<file path="src/rtl/usart_pkg.sv">
// usart_pkg: shared types, character-size / parity-mode encodings and
// helper functions for the USART transmit path.
package usart_pkg;

  // Widest character the transmitter can send (9-bit mode uses TXB8).
  localparam int CHAR_MAX_W = 9;

  // Transmitter sequencing states.
  typedef enum logic [2:0] {
    ST_IDLE   = 3'd0,
    ST_PEND   = 3'd1,
    ST_START  = 3'd2,
    ST_DATA   = 3'd3,
    ST_PARITY = 3'd4,
    ST_STOP1  = 3'd5,
    ST_STOP2  = 3'd6
  } tx_state_t;

  // UCSZ character-size encodings.
  localparam logic [2:0] UCSZ_5 = 3'b000;
  localparam logic [2:0] UCSZ_6 = 3'b001;
  localparam logic [2:0] UCSZ_7 = 3'b010;
  localparam logic [2:0] UCSZ_8 = 3'b011;
  localparam logic [2:0] UCSZ_9 = 3'b111;

  // UPM parity-mode encodings; bit 1 enables parity, bit 0 selects odd.
  localparam logic [1:0] UPM_NONE = 2'b00;
  localparam logic [1:0] UPM_RSVD = 2'b01;
  localparam logic [1:0] UPM_EVEN = 2'b10;
  localparam logic [1:0] UPM_ODD  = 2'b11;

  // Number of data bits for a UCSZ code; reserved codes fall back to 8.
  function automatic logic [3:0] char_bits(input logic [2:0] ucsz);
    logic [3:0] n;
    case (ucsz)
      UCSZ_5:  n = 4'd5;
      UCSZ_6:  n = 4'd6;
      UCSZ_7:  n = 4'd7;
      UCSZ_8:  n = 4'd8;
      UCSZ_9:  n = 4'd9;
      default: n = 4'd8;
    endcase
    return n;
  endfunction

  // Parity over the low nbits of data; odd=1 inverts the even result.
  function automatic logic parity_bit(input logic [CHAR_MAX_W-1:0] data,
                                      input logic [3:0]            nbits,
                                      input logic                  odd);
    logic p;
    p = odd;
    for (int i = 0; i < CHAR_MAX_W; i++) begin
      if (i < int'(nbits)) p = p ^ data[i];
    end
    return p;
  endfunction

endpackage

</file>
<file path="src/rtl/usart_tx_shifter.sv">
// usart_tx_shifter: USART transmit serializer. Pops one character per frame
// from the TX FIFO and shifts out start, 5-9 data bits (LSB first), optional
// parity and 1-2 stop bits, one bit per baud_tick. txc_set pulses when the
// line returns to idle.
// Optional build macro USART_TX_BREAK_EN adds a tx_break input that holds
// the idle line low and blocks new frames while asserted.
module usart_tx_shifter
  import usart_pkg::*;
#(
  parameter int DATA_W = 9
) (
  input  logic              cp2,
  input  logic              ireset,
  input  logic              baud_tick,
  input  logic              txen,
  input  logic [2:0]        ucsz,
  input  logic [1:0]        upm,
  input  logic              usbs,
  input  logic [DATA_W-1:0] fifo_dout,
  input  logic              fifo_empty,
`ifdef USART_TX_BREAK_EN
  input  logic              tx_break,
`endif
  output logic              fifo_re,
  output logic              txd,
  output logic              busy,
  output logic              txc_set
);

  tx_state_t             state;
  logic [CHAR_MAX_W-1:0] shreg;     // remaining data bits, next bit at [0]
  logic [3:0]            cnt;       // data bits already placed on the line
  logic [3:0]            nbits;     // frame-constant character size
  logic                  par_en;    // frame-constant parity enable
  logic                  par_val;   // parity bit computed when loaded
  logic                  two_stop;  // frame-constant stop-bit count select

  logic [CHAR_MAX_W-1:0] char_word;
  logic                  brk_req;
  logic                  brk_hold;
  logic                  final_stop;
  logic                  load;

  assign char_word = CHAR_MAX_W'(fifo_dout);

`ifdef USART_TX_BREAK_EN
  assign brk_req = tx_break;
`else
  assign brk_req = 1'b0;
`endif

  // A break only takes hold of the line between frames.
  assign brk_hold = brk_req && (state == ST_IDLE);

  // The bit currently on the line is the last stop bit of the frame.
  assign final_stop = ((state == ST_STOP1) && !two_stop) || (state == ST_STOP2);

  // Pop a new character either from idle or exactly as the last stop bit ends,
  // which chains frames with no idle gap.
  assign load = txen && !fifo_empty && !brk_hold &&
                ((state == ST_IDLE) || (final_stop && baud_tick));

  assign fifo_re = load;
  assign busy    = (state != ST_IDLE);

  // Frame sequencer: latches the character on load and advances one bit per tick.
  always_ff @(posedge cp2 or negedge ireset) begin
    if (!ireset) begin
      // NOTE: the frame-constant registers are reset as well as the control
      // state, so nothing downstream ever sees X after reset.
      state    <= ST_IDLE;
      txd      <= 1'b1;
      txc_set  <= 1'b0;
      shreg    <= '0;
      cnt      <= '0;
      nbits    <= 4'd8;
      par_en   <= 1'b0;
      par_val  <= 1'b0;
      two_stop <= 1'b0;
    end else begin
      // NOTE: non-blocking assignments throughout; a later assignment in this
      // block (e.g. the shift below) overrides an earlier default cleanly.
      txc_set <= 1'b0;

      if (load) begin
        shreg    <= char_word;
        nbits    <= char_bits(ucsz);
        par_en   <= upm[1];
        par_val  <= parity_bit(char_word, char_bits(ucsz), upm[0]);
        two_stop <= usbs;
      end

      unique case (state)
        ST_IDLE: begin
          txd <= !brk_req;
          if (load) state <= ST_PEND;
        end

        ST_PEND: begin
          if (baud_tick) begin
            txd   <= 1'b0;
            state <= ST_START;
          end
        end

        ST_START: begin
          if (baud_tick) begin
            txd   <= shreg[0];
            shreg <= shreg >> 1;
            cnt   <= 4'd1;
            state <= ST_DATA;
          end
        end

        ST_DATA: begin
          if (baud_tick) begin
            if (cnt < nbits) begin
              txd   <= shreg[0];
              shreg <= shreg >> 1;
              cnt   <= cnt + 4'd1;
            end else if (par_en) begin
              txd   <= par_val;
              state <= ST_PARITY;
            end else begin
              txd   <= 1'b1;
              state <= ST_STOP1;
            end
          end
        end

        ST_PARITY: begin
          if (baud_tick) begin
            txd   <= 1'b1;
            state <= ST_STOP1;
          end
        end

        ST_STOP1, ST_STOP2: begin
          if (baud_tick) begin
            if ((state == ST_STOP1) && two_stop) begin
              txd   <= 1'b1;
              state <= ST_STOP2;
            end else if (load) begin
              txd   <= 1'b0;
              state <= ST_START;
            end else begin
              txd     <= 1'b1;
              txc_set <= 1'b1;
              state   <= ST_IDLE;
            end
          end
        end

        default: begin
          txd   <= 1'b1;
          state <= ST_IDLE;
        end
      endcase
    end
  end

endmodule

</file>
<file path="config.mk">
export PLATFORM = sky130hd
export DESIGN_NAME = usart_tx_shifter
export DESIGN_NICKNAME = d
export VERILOG_FILES = /design/src/rtl/usart_pkg.sv /design/src/rtl/usart_tx_shifter.sv
export SDC_FILE = /design/constraint.sdc
export NUM_CORES = 1
export LEC_CHECK = 0
export CAP_MARGIN = 25
export CORE_UTILIZATION = 24
export DETAILED_ROUTE_END_ITERATION = 8
export GPL_ROUTABILITY_DRIVEN = 0
export HOLD_SLACK_MARGIN = 0.03
export MAX_ROUTING_LAYER = met4
export SLEW_MARGIN = 20
export SYNTH_ARGS = -nofsm -noshare
export SYNTH_HDL_FRONTEND = slang
export SYNTH_SLANG_ARGS = --single-unit
</file>
<file path="constraint.sdc">
create_clock -name cp2 -period 3.1 [get_ports cp2]
set_clock_uncertainty 0.05 [all_clocks]
set_input_delay 0.62 -clock cp2 [delete_from_list [all_inputs] [get_ports cp2]]
set_output_delay 0.62 -clock cp2 [all_outputs]
set_load 0.005 [all_outputs]
</file>
Yosys cells after proc, flatten, opt, wreduce, memory -nomap -nowiden:

Cells that the tools add are included.

* flip-flop bits (word level): 25
* bits of input ports: 20
* output and inout port bits: 4
* logic and storage cells: 115

* $add $sub $neg: 1
* magnitude comparators: 10
* eq/ne operators: 17
* mux-type cells: 52
* bitwise operators: 9
* reduce and logical (&&, ||, !) cells: 17

Operators with widths (count)
* 2-to-1 mux 9 bit: 4
* 2-to-1 mux 1 bit: 30
* 2-to-1 mux 3 bit: 8
* one-hot mux 3 bit (6 select lines): 1
* one-hot mux 9 bit (2 select lines): 1
* < comparator 3 x 4 -> 1 bit, first input constant: 4
* 2-to-1 mux 4 bit: 4
* != test 2 bit, second input constant: 8
* one-hot mux 4 bit (4 select lines): 1
* equality test 3 bit, second input constant: 4
* equality test 3 x 2 -> 1 bit, second input constant: 3
* bitwise XOR 1 bit: 9
* < comparator 1 x 4 -> 1 bit, first input constant: 2
* < comparator 2 x 4 -> 1 bit, first input constant: 2
* one-hot mux 4 bit (2 select lines): 1
* AND reduction 7 bit: 1
* equality test 3 x 1 -> 1 bit, second input constant: 2
* logical NOT 3 bit: 2
* logical AND 1 bit: 5
* one-hot mux 1 bit (5 select lines): 1
* AND reduction 5 bit: 1
* adder 4 x 1 -> 4 bit, second input constant: 1
* < comparator 4 bit: 1
* < comparator 4 bit, first input constant: 1
* 7 further kinds: 9

Logic depth before layout (Yosys ltp):

Gate-level depths: netlist (run 1).

* word-level depth: 33
* depth in mapped cells: 8
* gate-level depth less buffers: 6

Worst setup path after synthesis (run 1):

Ideal clock, no wire load.

* path kind: input -> output
* start point: input fifo_empty
* end point: output fifo_re
* data arrival time: 1.508 ns
* required time: 2.430 ns
* path slack: 0.922 ns
* stages on the path: 5
* path buffers: 2
* path through: and2b_2 -> a21bo_2 -> buf_6 -> inv_2 -> buf_4

* cells in the longest elaborated chain, start to end: 3

Ends and longest elaborated chain
* start: declaration: line usart_tx_shifter.sv:20 `input logic fifo_empty,`
* logical NOT 1 bit: line usart_tx_shifter.sv:60 `assign load = txen && !fifo_empty && !brk_hold &&`
* logical AND 1 bit (2 in series): line usart_tx_shifter.sv:60
* end: declaration: line usart_tx_shifter.sv:24 `output logic fifo_re,`

No other way between the ends.

Worst setup path after layout (run 1):

* start point: input baud_tick
* end point: output fifo_re

* cells in the longest elaborated chain, start to end: 3

Ends and longest elaborated chain
* start: declaration: line usart_tx_shifter.sv:14 `input logic baud_tick,`
* logical AND 1 bit: line usart_tx_shifter.sv:61 `((state == ST_IDLE) || (final_stop && baud_tick));`
* logical OR 1 bit: line usart_tx_shifter.sv:61
* logical AND 1 bit: line usart_tx_shifter.sv:60

No other way between the ends.

==> flow_summary_export.csv, run 1 <==
group,metric,value,unit
sta,final-setup-viol-count,0,
clock_tree,clk_pin_slew_worst_paths,100,ps
drt,routed_via_density,4.72,
synth,yosys.area_share.simple,14.8,%
sta,setup_ws,290,ps
placed_design,dpl.cell_count,292,
drt,wl_per_cell,12.7,um
sta,period_minus_slack,2810,ps
placed_design,io_buffers,23,
floorplanning,core,6830,um^2
drt,drtIter0Drc,98,
global_routing,grt_pass1_vias,1365,
global_routing,grt_remaining_overflow,0,
drt,routed_wl,3.76,mm
finish,area_growth,20.6,%
finish,drive_gt1_share,19.0,%
synth,synth-edff-count,0,
synth,syn_inst,178,
finish,layout.nets,225,
synth,syn_avg_cell_area,9.64,um^2
clock_tree,cts_sinks,25,
synth,synth_top_family_by_area,"compound AO/OA/AOI/OAI gates",
hold_path,hold_path_class,"reg -> reg",
synth,yosys_most_used_dff,"dfrtp_1",
setup_path,critical_path_class,"in -> out",
global_routing,grt_antenna_before_repair,0,
synth,syn_nets,202,
status,status,"complete, no violations",
sta,worst_pin_slew,402,ps
setup_path,cp_max_fo,2,
global_routing,track_usage,11.3,%
sta,tns,0,ps
floorplanning,ioPinCount,24,
setup_path,crit_path_end_kind,"output port",
drt,postRouteAntennaNets,0,
floorplanning,die_y,86.5,um
sta,grt_setup_unrepaired,"no",
floorplanning,initial_utilization,25.1,%
sta,max_clock_freq,356,MHz
drt,vias,1398,
clock_tree,cts_setup_buffers,0,
hold_path,worstHoldStart,"nbits[3]",
sta,slew_violations,0,
floorplanning,die_x,86.5,um
synth,yosysMostFrequentCell,"dfrtp_1",
global_routing,grt_pass1_wl,6.51,mm
synth,yosys_warnings,0,
clock_tree,worstSkewPairLatency,280,ps
synth,synthesis.area,1720,um^2
synth,async_flop_share,100,%
sta,hold_violations,0,
clock_tree,cts_tree,"yes",
synth,synth_top_area_cell,"dfrtp_1",
sta,period_share,90.6,%
synth,synth_top_area_share,33.6,%
setup_path,reg2reg_to,"shreg[0]",
finish,fin_cells,296,
floorplanning,die-area,7490,um^2
setup_path,r2r_slack,760,ps
drt,drc_errors,0,
synth,synth_fa_ha_area_share,2.92,%
clock_tree,cts_buffers,3,
clock_tree,cts_root_buffer,"clkbuf_8",
hold_path,hold_path_depth,2,
synth,synthMuxAreaShare,10.3,%
power,ir_drop,0.295,mV
clock_tree,hold_buffers,0,
synth,synth-seq-cells,25,
setup_path,r2r_cells,7,
hold_path,min_to,"nbits[3]",
synth,synth_commonest_cells,"23 x dfrtp_1, 19 x nand2_1, 15 x a21oi_1",
setup_path,r2r-start,"state[1]",
drt,first_pass_iters,4,
placed_design,dp_hpwl,2.77,mm
clock_tree,clock_path_buffers,2,
power,power_density,780,nW/um^2
setup_path,required,2430,ps
placed_design,post-place-ws,281,ps
synth,synth-xor-area-share,4.89,%
clock_tree,cts-resized-gates,0,
clock_tree,h-tree-depth,1,
power,p_leak,0.836,nW
run,drv_cap,0,
synth,synth.area.top_cells,"dfrtp_1 34%, mux2_2 8.5%, a21oi_1 4.4%",
floorplanning,rows,30,
setup_path,cp-start-kind,"input pin",
sta,slew_headroom,73.2,%
synth,synth-compound-area-share,24.4,%
synth,synth_cell_types,50,
synth,seq_area_frac_synth,36.6,%
finish,diodes,0,
setup_path,cp.arrival,2140,ps
global_routing,grt_max_degree,26,
[per-layer routing]
layer / part of all wire, % / vias up / wire, um / global-route usage (%)
met2: 46 / 32 / 1730 / 17.3
met4: 0.40 / 0 / 15 / 2.12
met1: 50 / 679 / 1880 / 15.5
met3: 3.6 / 2 / 135 / 2.38
met5: 0 / - / 0 / -
li1: - / 685 / - / -
[worst max-delay path by stage]
stage              end        from  slack, ps
2_1_floorplan  fifo_re  fifo_empty        920
5_1_grt        fifo_re    state[1]        170
4_1_cts        fifo_re   baud_tick        260
6_report       fifo_re   baud_tick        290
3_5_place_dp   fifo_re   baud_tick        280
3_3_place_gp   fifo_re   baud_tick        270
[placed cells by master, fill, tap and decap left out, types with 3 or more instances in the layout]
cell,count
nand2b_1,3
mux2_2,13
o31ai_1,3
mux2i_1,3
buf_4,4
a211oi_1,4
nor2_1,4
a31oi_1,3
clkdlybuf4s50_1,23
dfrtp_1,23
o21ai_0,14
clkbuf_8,3
nand3_1,3
ha_1,4
a22oi_1,3
inv_1,7
o21a_1,3
nand2_1,19
xnor2_1,7
a21oi_1,15
nor2b_1,3
[cell families after synthesis]
family	Yosys count
AND/OR/NAND/NOR	46
XOR/XNOR	8
multiplexers	16
AO/OA/AOI/OAI	62
buffers and inverters	17
flip-flops	25
adder cells (fa/ha/maj)	4
[metrics by stage]
stage	total power [W]	utilization, %	cell area [um^2]	hold slack [ps]
floorplan	0.00122	-	1720	274
global route	0.00176	30.3	2070	485
global placement	0.00140	29.6	2020	423
detailed placement	0.00141	29.6	2020	448
CTS	0.00163	30.3	2070	465
finish	0.00162	30.3	2070	453
[power by group]
| group | internal (W) | switching [W] |
|---|---|---|
| clock | 0.0000914 | 0.000117 |
| combinational | 0.000416 | 0.000397 |
| sequential | 0.000464 | 0.000131 |
| total | 0.000971 | 0.000644 |
[flip-flops by register name (all words and copies together) (netlist names), 3 cells and up]
register	count
nbits	4
shreg	9
cnt	4
state	3
[layout make-up]
type	instances	area (um^2)
inverters	8	30.0
well taps	96	120
multi-input cells	136	982
clock inverters	1	7.51
repair buffers	27	260
clock buffers	3	41.3
fillers	776	4760
flip-flops and latches	25	628
[worst max-delay path, cell delays in order]
cell and delay (ps):
clkdlybuf4s50_1 480, nand2_1 70, o21bai_1 170, a21bo_2 240, inv_2 60, clkdlybuf4s50_1 500
Power figures use the tool's default switching activity.
==> run 2: changes to the inputs <==
--- a/config.mk
+++ b/config.mk
@@ -6,6 +6,7 @@
 export NUM_CORES = 1
 export LEC_CHECK = 0
 export CAP_MARGIN = 25
+export CORE_MARGIN = 10
 export CORE_UTILIZATION = 24
 export DETAILED_ROUTE_END_ITERATION = 8
 export GPL_ROUTABILITY_DRIVEN = 0
==> run 2 against run 1 <==
Against the previous run: die area rose by 46%; sequential power shrank 2%; maximum frequency fell by 0.35%; first-iteration DRC count down 24%; non-clock buffer count increased by 2; critical path type unchanged; largest cell class unchanged.
==> flow_summary_export.csv, run 2 (synthesized netlist as in run 1, its figures left out) <==
group,metric,value,unit
sta,period_share,91.0,%
status,status,"complete, no violations",
global_routing,grt_antenna_before_repair,0,
floorplanning,core,6870,um^2
power,ir_drop,0.275,mV
finish,largest_reg_flops,9,
finish,fin_util,30.3,%
setup_path,cpLargestDelayFamily,"buffers and inverters",
hold_path,hold_path_class,"reg -> reg",
sta,max_clock_freq,355,MHz
setup_path,cp_slowest_stage_delay,500,ps
clock_tree,cts_buffers,3,
run,drv_cap,0,
clock_tree,hold_buffers,0,
power,power_density,779,nW/um^2
sta,slew_headroom,73.0,%
setup_path,cpMostUsedCell,"clkdlybuf4s50_1",
placed_design,dp_hpwl,3.01,mm
sta,tns,0,ps
setup_path,crit_buf_inv,3,
setup_path,crit_path_end_kind,"output port",
clock_tree,cts_root_buffer,"clkbuf_8",
finish,diodes,0,
sta,grt_setup_unrepaired,"no",
floorplanning,ioPinCount,24,
setup_path,required,2430,ps
drt,routed_wl,3.99,mm
floorplanning,die_y,105,um
placed_design,io_buffers,23,
finish,drive_gt1_share,19.8,%
clock_tree,clock_path_buffers,2,
finish,layout_common_cells,"23 x dfrtp_1, 23 x clkdlybuf4s50_1, 19 x nand2_1",
clock_tree,cts-resized-gates,0,
finish,layout.nets,227,
power,finalPower,0.00162,W
floorplanning,die-area,10900,um^2
drt,first_pass_iters,4,
finish,largest-register,"shreg",
sta,period_minus_slack,2820,ps
drt,drc_errors,0,
global_routing,grt_pass1_wl,7.13,mm
global_routing,grt_remaining_overflow,0,
setup_path,crit_chain,"clkdlybuf4s50_1 > nand2_1 > o21bai_1 > a21bo_2 > inv_2 > clkdlybuf4s50_1",
sta,final-setup-viol-count,0,
finish,area_growth,21.4,%
placed_design,dpl.cell_count,294,
setup_path,cp_max_fo,2,
floorplanning,die_x,105,um
sta,timing.hold.ws,454,ps
finish,nFillCells,721,
sta,hold_violations,0,
finish,fin_cells,298,
clock_tree,cts_tree,"yes",
clock_tree,cts_sinks,25,
setup_path,critical_path_class,"in -> out",
floorplanning,initial_utilization,25.0,%
global_routing,track_usage,7.88,%
clock_tree,cts_setup_buffers,0,
setup_path,cp-start-kind,"input pin",
setup_path,slowest_stage,"clkdlybuf4s50_1",
global_routing,grt_max_degree,26,
drt,drtIter0Drc,74,
floorplanning,rows,30,
clock_tree,clk_pin_slew_worst_paths,100,ps
setup_path,cp.arrival,2150,ps
power,p_leak,0.850,nW
clock_tree,worstSkewPairLatency,280,ps
sta,slew_violations,0,
drt,routed_via_density,4.53,
drt,postRouteAntennaNets,0,
drt,vias,1351,
finish,reg_top3,"shreg x9, cnt x4, nbits x4",
drt,wl_per_cell,13.4,um
global_routing,grt_pass1_vias,1480,
sta,worst_pin_slew,404,ps
clock_tree,h-tree-depth,1,
run 2: layout make-up:
class                           count  area (um^2)  area share (%)
Clock buffer                        3         41.3            1.98
Clock inverter                      1         5.00           0.240
Sequential cell                    25          628            30.2
Timing Repair Buffer               29          275            13.2
Tap cell                           96          120            5.77
Multi-Input combinational cell    136          982            47.2
Inverter                            8         30.0            1.44
run 2: worst min-delay path, delay by kind of cell (launching register included):
kind	cells	cell delay, ps
AOI/OAI and AO/OA	1	60
DFF	1	370
and+or+nand+nor	1	50
run 2: layer usage:
metal  global-route usage (%)  wire (um)
met5                        -          0
met4                     1.89         48
met3                     1.90        108
met2                     11.8       1730
met1                     10.4       2110
run 2: worst paths after layout:
kind	endpoint	cells after the start	from	slack (ps)
max	fifo_re	6	baud_tick	280
max reg2reg	shreg[6]	7	state[0]	790
min in group asynchronous	shreg[0]	2	ireset	660
min	par_val	2	par_val	450
max in group asynchronous	txd	2	ireset	2030
min reg2reg	par_val	2	par_val	450
run 2: where the power goes:
| part | internal [W] | total [W] | switching (W) | leakage [nW] |
|---|---|---|---|---|
| Combinational | 0.000425 | 0.000837 | 0.000413 | 0.515 |
| Sequential | 0.000464 | 0.000581 | 0.000117 | 0.309 |
| Clock | 0.0000903 | 0.000204 | 0.000114 | 0.0255 |
| Total | 0.000979 | 0.00162 | 0.000643 | 0.850 |
run 2: stage by stage:
step                cell area [um^2]  worst slack, ps
global placement                2040              250
global route                    2080              173
floorplan                       1720              922
detailed placement              2040              263
finish                          2080              280
CTS                             2080              247
==> run 3: changes to the inputs <==
--- a/config.mk
+++ b/config.mk
@@ -7,11 +7,12 @@
 export LEC_CHECK = 0
 export CAP_MARGIN = 25
 export CORE_MARGIN = 10
-export CORE_UTILIZATION = 24
+export CORE_UTILIZATION = 55
 export DETAILED_ROUTE_END_ITERATION = 8
 export GPL_ROUTABILITY_DRIVEN = 0
 export HOLD_SLACK_MARGIN = 0.03
 export MAX_ROUTING_LAYER = met4
+export PLACE_DENSITY = 0.8
 export SLEW_MARGIN = 20
 export SYNTH_ARGS = -nofsm -noshare
 export SYNTH_HDL_FRONTEND = slang
==> run 3 against run 2 <==
Against the previous run: sequential share of layout area rose by 1.5 points; clock-buffer cell count did not move; via count rose by 2.6%; core utilization rose by 35 points; worst hold slack improved by 12 ps; final area fell by 4.7%.
==> flow_summary_export.csv, run 3 (synthesized netlist as in run 1, its figures left out) <==
group,metric,value,unit
status,status,"complete, no violations",
sta,tns,0,ps
finish,drive_gt1_share,19.0,%
setup_path,cp_max_fo,14,
drt,postRouteAntennaNets,0,
finish,largest-register,"shreg",
hold_path,hold_path_class,"reg -> reg",
sta,slew_headroom,71.0,%
placed_design,post-place-ws,284,ps
floorplanning,initial_utilization,56.7,%
finish,fin_cells,244,
sta,worst_pin_slew,435,ps
sta,setup_ws,216,ps
sta,final-setup-viol-count,0,
sta,slew_violations,0,
global_routing,grt_pass1_wl,6.59,mm
sta,hold_violations,0,
finish,diodes,0,
power,ir_drop,0.334,mV
clock_tree,h-tree-depth,1,
setup_path,critical_path_class,"reg -> out",
clock_tree,cts_setup_buffers,0,
clock_tree,worstSkewPairLatency,340,ps
clock_tree,cts_root_buffer,"clkbuf_4",
placed_design,io_buffers,23,
setup_path,cp.arrival,2210,ps
power,p_leak,0.832,nW
clock_tree,cts-resized-gates,0,
clock_tree,clock_path_buffers,2,
finish,nFillCells,260,
clock_tree,hold_buffers,0,
drt,first_pass_iters,4,
sta,period_share,93.0,%
finish,layout_common_cells,"23 x dfrtp_1, 23 x clkdlybuf4s50_1, 19 x nand2_1",
floorplanning,rows,20,
global_routing,grt_max_degree,26,
global_routing,grt_antenna_before_repair,0,
global_routing,grt_pass1_vias,1388,
finish,area_growth,15.6,%
sta,timing.hold.ws,466,ps
clock_tree,clk_pin_slew_worst_paths,140,ps
drt,vias,1386,
floorplanning,ioPinCount,24,
floorplanning,die_y,75.8,um
sta,grt_setup_unrepaired,"no",
placed_design,dp_hpwl,2.89,mm
setup_path,crit_path_end_kind,"output port",
floorplanning,core,3030,um^2
placed_design,dpl.cell_count,240,
drt,routed_wl,3.81,mm
global_routing,grt_remaining_overflow,0,
clock_tree,cts_tree,"yes",
global_routing,track_usage,15.2,%
clock_tree,cts_buffers,3,
sta,max_clock_freq,347,MHz
floorplanning,die-area,5750,um^2
floorplanning,die_x,75.8,um
drt,drc_errors,0,
clock_tree,cts_sinks,25,
setup_path,required,2430,ps
finish,largest_reg_flops,9,
drt,wl_per_cell,15.6,um
sta,period_minus_slack,2880,ps
finish,layout.nets,225,
power,power_density,793,nW/um^2
power,finalPower,0.00157,W
drt,drtIter0Drc,82,
drt,routed_via_density,5.68,
finish,reg_top3,"shreg x9, cnt x4, nbits x4",
run,drv_cap,0,
setup_path,cp-start-kind,"flip-flop",
[run 3: cell types whose count changed in the layout (fill, tap and decap cells not counted)]
cell      before  now
clkbuf_4       0    3
buf_4          6    4
clkbuf_8       3    0
[run 3: per-layer routing]
layer / wire (um) / GRT usage, %
met1: 1680 / 18.3
met2: 1880 / 24.1
met3: 184 / 3.52
met4: 58 / 5.98
met5: 0 / -
[run 3: worst max-delay path: stages, from the launching register on]
cell,delay (ps)
dfrtp_1,560
nor3b_1,380
o21bai_1,120
a21bo_2,240
inv_2,70
clkdlybuf4s50_1,500
[run 3: per-stage QoR]
stage               area [um^2]  util (%)
floorplan                  1720         -
global placement           1960      64.6
detailed placement         1960      64.6
CTS                        1980      65.5
global route               1980      65.5
finish                     1980      65.5
[run 3: path summary, 6_finish.rpt]
path,from,endpoint,slack (ps),cells after the start
max,state[1],fifo_re,220,5
max reg2reg,state[1],shreg[3],720,7
min in group asynchronous,ireset,nbits[2],570,2
max in group asynchronous,ireset,txd,2140,2
min reg2reg,nbits[3],nbits[3],470,2
min,nbits[3],nbits[3],470,2
[run 3: cell type report]
| cell class | count | area [um^2] | area share [%] |
|---|---|---|---|
| timing repair buffer | 27 | 260 | 13.1 |
| clock inverter | 1 | 5.00 | 0.252 |
| inverter | 8 | 30.0 | 1.51 |
| tap | 44 | 55.1 | 2.78 |
| clock buffer | 3 | 22.5 | 1.14 |
| sequential | 25 | 628 | 31.7 |
| multi-input combinational | 136 | 982 | 49.5 |
[run 3: power by group]
group          leakage [nW]  internal, W  switching (W)
Sequential            0.309     0.000463       0.000134
Clock                0.0177    0.0000487       0.000108
Combinational         0.505     0.000417       0.000402
Total                 0.832     0.000929       0.000644
==> variant 1: new RTL, config.mk and constraints of run 3 <==
Re-encode `tx_state_t` (7 states) as one-hot, 7 bits wide.
--- a/src/rtl/usart_pkg.sv
+++ b/src/rtl/usart_pkg.sv
@@ -6,14 +6,14 @@
   localparam int CHAR_MAX_W = 9;
 
   // Transmitter sequencing states.
-  typedef enum logic [2:0] {
-    ST_IDLE   = 3'd0,
-    ST_PEND   = 3'd1,
-    ST_START  = 3'd2,
-    ST_DATA   = 3'd3,
-    ST_PARITY = 3'd4,
-    ST_STOP1  = 3'd5,
-    ST_STOP2  = 3'd6
+  typedef enum logic [6:0] {
+    ST_IDLE   = 7'b0000001,
+    ST_PEND   = 7'b0000010,
+    ST_START  = 7'b0000100,
+    ST_DATA   = 7'b0001000,
+    ST_PARITY = 7'b0010000,
+    ST_STOP1  = 7'b0100000,
+    ST_STOP2  = 7'b1000000
   } tx_state_t;
 
   // UCSZ character-size encodings.
Behaviour: no difference found for any inputs over 10 cycles, from zero or initial values and one cycle with ireset low; not proved beyond that.
==> variant 1 against run 3 <==
  * Sequential cell count grew 4
  * Design area increased by 8.4%
  * Count of clock-buffer cells in the layout grew 5
  * Routed wire length fell by 0.45%
  * Non-clock buffer count decreased by 1
  * Worst setup slack gained 0.035 ns
  * Power rose by 12%
  * Cell count fell by 1.2%
  * Synthesized area increased by 7.3%
==> variant 1: results (changes against run 3) <==
[clock_network]
clkTransAtPathRegs_ns = 0.09  ; -0.05 ns
cts_max_level = 2  ; +1
cts_inserted_buffers = 5  ; +2

[synth]
syn_inst = 170  ; -4.5%
syn_nets = 194  ; -4.0%
yosysSeqAreaShare_pct = 39.63  ; +3.0 points
synthTopCellsByCount = dfrtp_1 (26), mux2_2 (22), nand2_1 (11), nor2_1 (9), xnor2_1 (9)
synth_cell_type_count = 46  ; -8.0%

[power_and_ir_drop]
power_leakage_nw = 0.8783  ; +5.6%

[worst_setup_path]
cp.arrival_ns = 2.18  ; -0.03 ns
worstPathMaxFanout = 2  ; -12
rr_startpoint = state[2]$_DFFE_PN0P_

[hold_path]
min_from = cnt[2]$_DFFE_PN0P_

[drt]
wl_per_cell_um = 15.74  ; +0.79%
finalWirelength_um = 3793  ; -0.45%
vias_per_cell = 5.631  ; -0.87%

[final_layout]
num-fill-cells = 248  ; -4.6%
nNetsFinal = 220  ; -2.2%
top_regs = shreg: 9 flops, state: 7 flops

[grt]
grt_pass1_wl_um = 6492  ; -1.5%
grt_max_degree = 30  ; +15%

[placed_design]
io_buffers = 23  ; unchanged
place_area_sq_mm = 0.002092  ; +7.0%
dp_hpwl_um = 2918  ; +0.98%

[status]
status = finished clean

[timing]
slew_headroom_pct = 61.25  ; -9.7 points

[variant 1: area by class of cell]
| class | count | area, sq um | area share [%] |
|---|---|---|---|
| multi-input cells | 127 | 1028 | 47.85 |
| clock buffers | 8 | 58.81 | 2.736 |
| well taps | 44 | 55.05 | 2.561 |
| inverters | 7 | 26.28 | 1.222 |
| flip-flops and latches | 29 | 729.5 | 33.93 |
| repair buffers | 26 | 251.5 | 11.70 |
[variant 1: worst max-delay path: stages]
cell	delay [ns]
clkdlybuf4s50_1	0.47
or3b_1	0.34
a211o_1	0.32
a21oi_4	0.17
dlygate4sd2_1	0.25
[variant 1: cell families after synthesis]
group | after synthesis | share of synthesized area, %
AO/OA/AOI/OAI | 34 | 14.28
XOR/XNOR | 10 | 5.507
adder cells (fa/ha/maj) | 4 | 2.719
buffers and inverters | 14 | 4.487
flip-flops | 29 | 39.63
multiplexers | 28 | 16.79
AND/OR/NAND/NOR | 51 | 16.59
[variant 1: report_power, final]
part | internal, mW | switching, mW | total [mW]
Clock | 0.112 | 0.131 | 0.243
Sequential | 0.546 | 0.134 | 0.680
Combinational | 0.437 | 0.407 | 0.844
[variant 1: metal layers]
metal	vias to the layer above	share of wire, %	global-route usage (%)
met3	6	3.3	4.032
met2	25	49	21.64
met4	0	2.1	6.022
met1	655	45	15.85
met5	-	0	-
li1	671	-	-
[variant 1: per-stage QoR]
step                      worst slack, ns  setup TNS, ns  util [%]
after floorplan                    0.6305              0         -
after global placement           -0.03131       -0.03131     66.88
after detailed placement         -0.02666       -0.02666     66.88
after CTS                          0.2393              0     68.72
after global routing               0.2067              0     68.72
final                              0.2508              0     68.72
[variant 1: worst paths after layout]
| kind | endpoint | slack, ns | cells after the start |
|---|---|---|---|
| min | cnt[2]$_DFFE_PN0P_ | 0.46 | 1 |
| max in group asynchronous | state[0]$_DFFE_PN1P_ | 2.06 | 2 |
| max reg2reg | shreg[1]$_DFF_PN0_ | 0.61 | 6 |
| max | fifo_re | 0.25 | 5 |
| min reg2reg | cnt[2]$_DFFE_PN0P_ | 0.46 | 1 |
| min in group asynchronous | nbits[0]$_DFFE_PN0P_ | 0.62 | 2 |
[variant 1: timing repair]
| action | CTS | global route |
|---|---|---|
| hold buffers | 0 | 0 |
| endpoints found under the setup margin | 1 | 0 |
| gates resized for setup | 1 | 0 |
==> variant 2: new RTL, settings of run 3 <==
Made on the original files. Add a define of `USART_TX_BREAK_EN`.
--- a/src/rtl/usart_tx_shifter.sv
+++ b/src/rtl/usart_tx_shifter.sv
@@ -4,6 +4,8 @@
 // line returns to idle.
 // Optional build macro USART_TX_BREAK_EN adds a tx_break input that holds
 // the idle line low and blocks new frames while asserted.
+`define USART_TX_BREAK_EN
+
 module usart_tx_shifter
   import usart_pkg::*;
 #(
Ports: changed (added tx_break); port bits go from 24 to 25. No check against the original RTL was run, so the function may have changed too.
==> variant 2 against run 3 <==
  * Power down 7.6%
  * Die area down 5.6%
  * Non-clock buffer count unchanged
  * Register-to-register slack better by 0.14 ns
  * Design area is 6.6% lower
  * Sequential cell count stayed put
  * Worst setup slack improved by 0.12 ns
  * Via count down 6.3%
  * Routed wire length fell by 13%
  * Utilization grew 1.7 points
  * Critical path depth is 1 higher
  * Synthesized area shrank 7.5%
  * Critical endpoint unchanged
  * Largest power group unchanged
==> variant 2: results (changes against run 3) <==
[timing]
timing.hold.ws_ns = 0.4426  ; -0.02328 ns
finalCritPeriodShare_pct = 89.29  ; -3.7 points

[worst_setup_path]
crit_start = baud_tick
worstPathMaxFanout = 3  ; -11
cpPeakStageDelay_ns = 0.51  ; -0.05 ns
reg2reg_slack_ns = 0.86  ; +0.14 ns
rr_startpoint = nbits[3]$_DFFE_PN1P_

[final_layout]
drive_gt1_share_pct = 11.52  ; -7.5 points
nNetsFinal = 217  ; -3.6%

[clock_network]
clock_latency_ns = 0.31  ; -0.03 ns
clkTransAtPathRegs_ns = 0.12  ; -0.02 ns

[synth]
synth_cell_type_count = 48  ; -4.0%
synthTopCellsByCount = dfrtp_1 (23), o21ai_0 (17), nand2_1 (13), a21oi_1 (11), inv_1 (11)
synth_compound_area_share_pct = 22.48  ; -1.9 points
synthTopCellsByArea = dfrtp_1 (36%), mux2i_1 (6.3%), o21ai_0 (5.4%)
yosys.area_share.xor_xnor_pct = 4.416  ; -0.47 points
muxShareOfSynthArea_pct = 8.438  ; -1.8 points
yosysSeqAreaShare_pct = 39.59  ; +3.0 points
synthAdderAreaFrac_pct = 3.155  ; +0.24 points

[grt]
grt_usage_pct = 12.98  ; -2.2 points
grt_max_degree = 20  ; -23%

[power_and_ir_drop]
switching_share_pct = 41.83  ; +0.90 points
ir_drop_mv = 0.5704  ; +71%
power_leakage_nw = 0.8238  ; -0.94%

[status]
status = finished clean

[placed_design]
io_buffers = 24  ; +4.3%

[drt]
dr.first_iter.drc_count = 182  ; +120%

[variant 2: cell types whose count changed after synthesis, sizes merged, moves of 3 or more]
| cell | change |
|---|---|
| nand2 | -5 |
| mux2 | -10 |
| inv | +4 |
| o21ai | +8 |
| a211oi | -3 |
| mux2i | +7 |
| nor3 | +4 |
| a21oi | -4 |
[variant 2: how the worst max path moves through the flow]
stage | depth (start not counted) | to
after CTS | 6 | fifo_re
after global placement | 6 | fifo_re
final | 6 | fifo_re
after global routing | 6 | fifo_re
after detailed placement | 6 | fifo_re
after floorplan | 5 | fifo_re
[variant 2: area by class of cell]
cell class,instances,area [sq um]
tap,31,38.79
timing repair buffer,27,262.8
multi-input combinational,123,850.8
inverter,12,45.04
clock buffer,4,26.28
fill,224,905.9
sequential,25,628.1
[variant 2: power groups by stage]
| stage | logic, mW | registers, mW | clock network (mW) |
|---|---|---|---|
| 6_report | 0.693 | 0.615 | 0.144 |
| 2_1_floorplan | 0.586 | 0.556 | 0 |
| 3_3_place_gp | 0.667 | 0.615 | 0 |
| 3_5_place_dp | 0.696 | 0.623 | 0 |
| 4_1_cts | 0.698 | 0.614 | 0.152 |
| 5_1_grt | 0.790 | 0.637 | 0.166 |
[variant 2: metal layers]
metal / wire length (um) / up-vias / part of all wire [%] / global-route usage (%)
li1: - / 647 / - / -
met1: 1535 / 622 / 47 / 15.60
met2: 1648 / 28 / 50 / 21.50
met3: 99 / 2 / 3.0 / 1.884
met4: 14 / 0 / 0.42 / 4.555
met5: 0 / - / 0 / -
[variant 2: per-stage QoR]
step	cells	total power, mW	utilization, %	instance area [sq um]
6_report	222	1.453	67.15	1852
5_1_grt	222	1.593	67.15	1852
4_1_cts	222	1.464	67.15	1852
3_5_place_dp	218	1.319	66.20	1826
3_3_place_gp	218	1.282	66.20	1826
2_1_floorplan	168	1.142	-	1587
[variant 2: kinds of logic after synthesis]
| family | after synthesis |
|---|---|
| AO/OA/AOI/OAI | 55 |
| AND/OR/NAND/NOR | 43 |
| flip-flops | 25 |
| buffers and inverters | 20 |
| multiplexers | 13 |
| XOR/XNOR | 8 |
| adder cells (fa/ha/maj) | 4 |
[variant 2: worst register-to-register path: stages, from the launching register on]
cell and delay, ns:
dfstp_2 0.54, inv_1 0.05, ha_1 0.20, nor3_1 0.25
o21ai_0 0.21, a31oi_2 0.63, o21ai_0 0.20
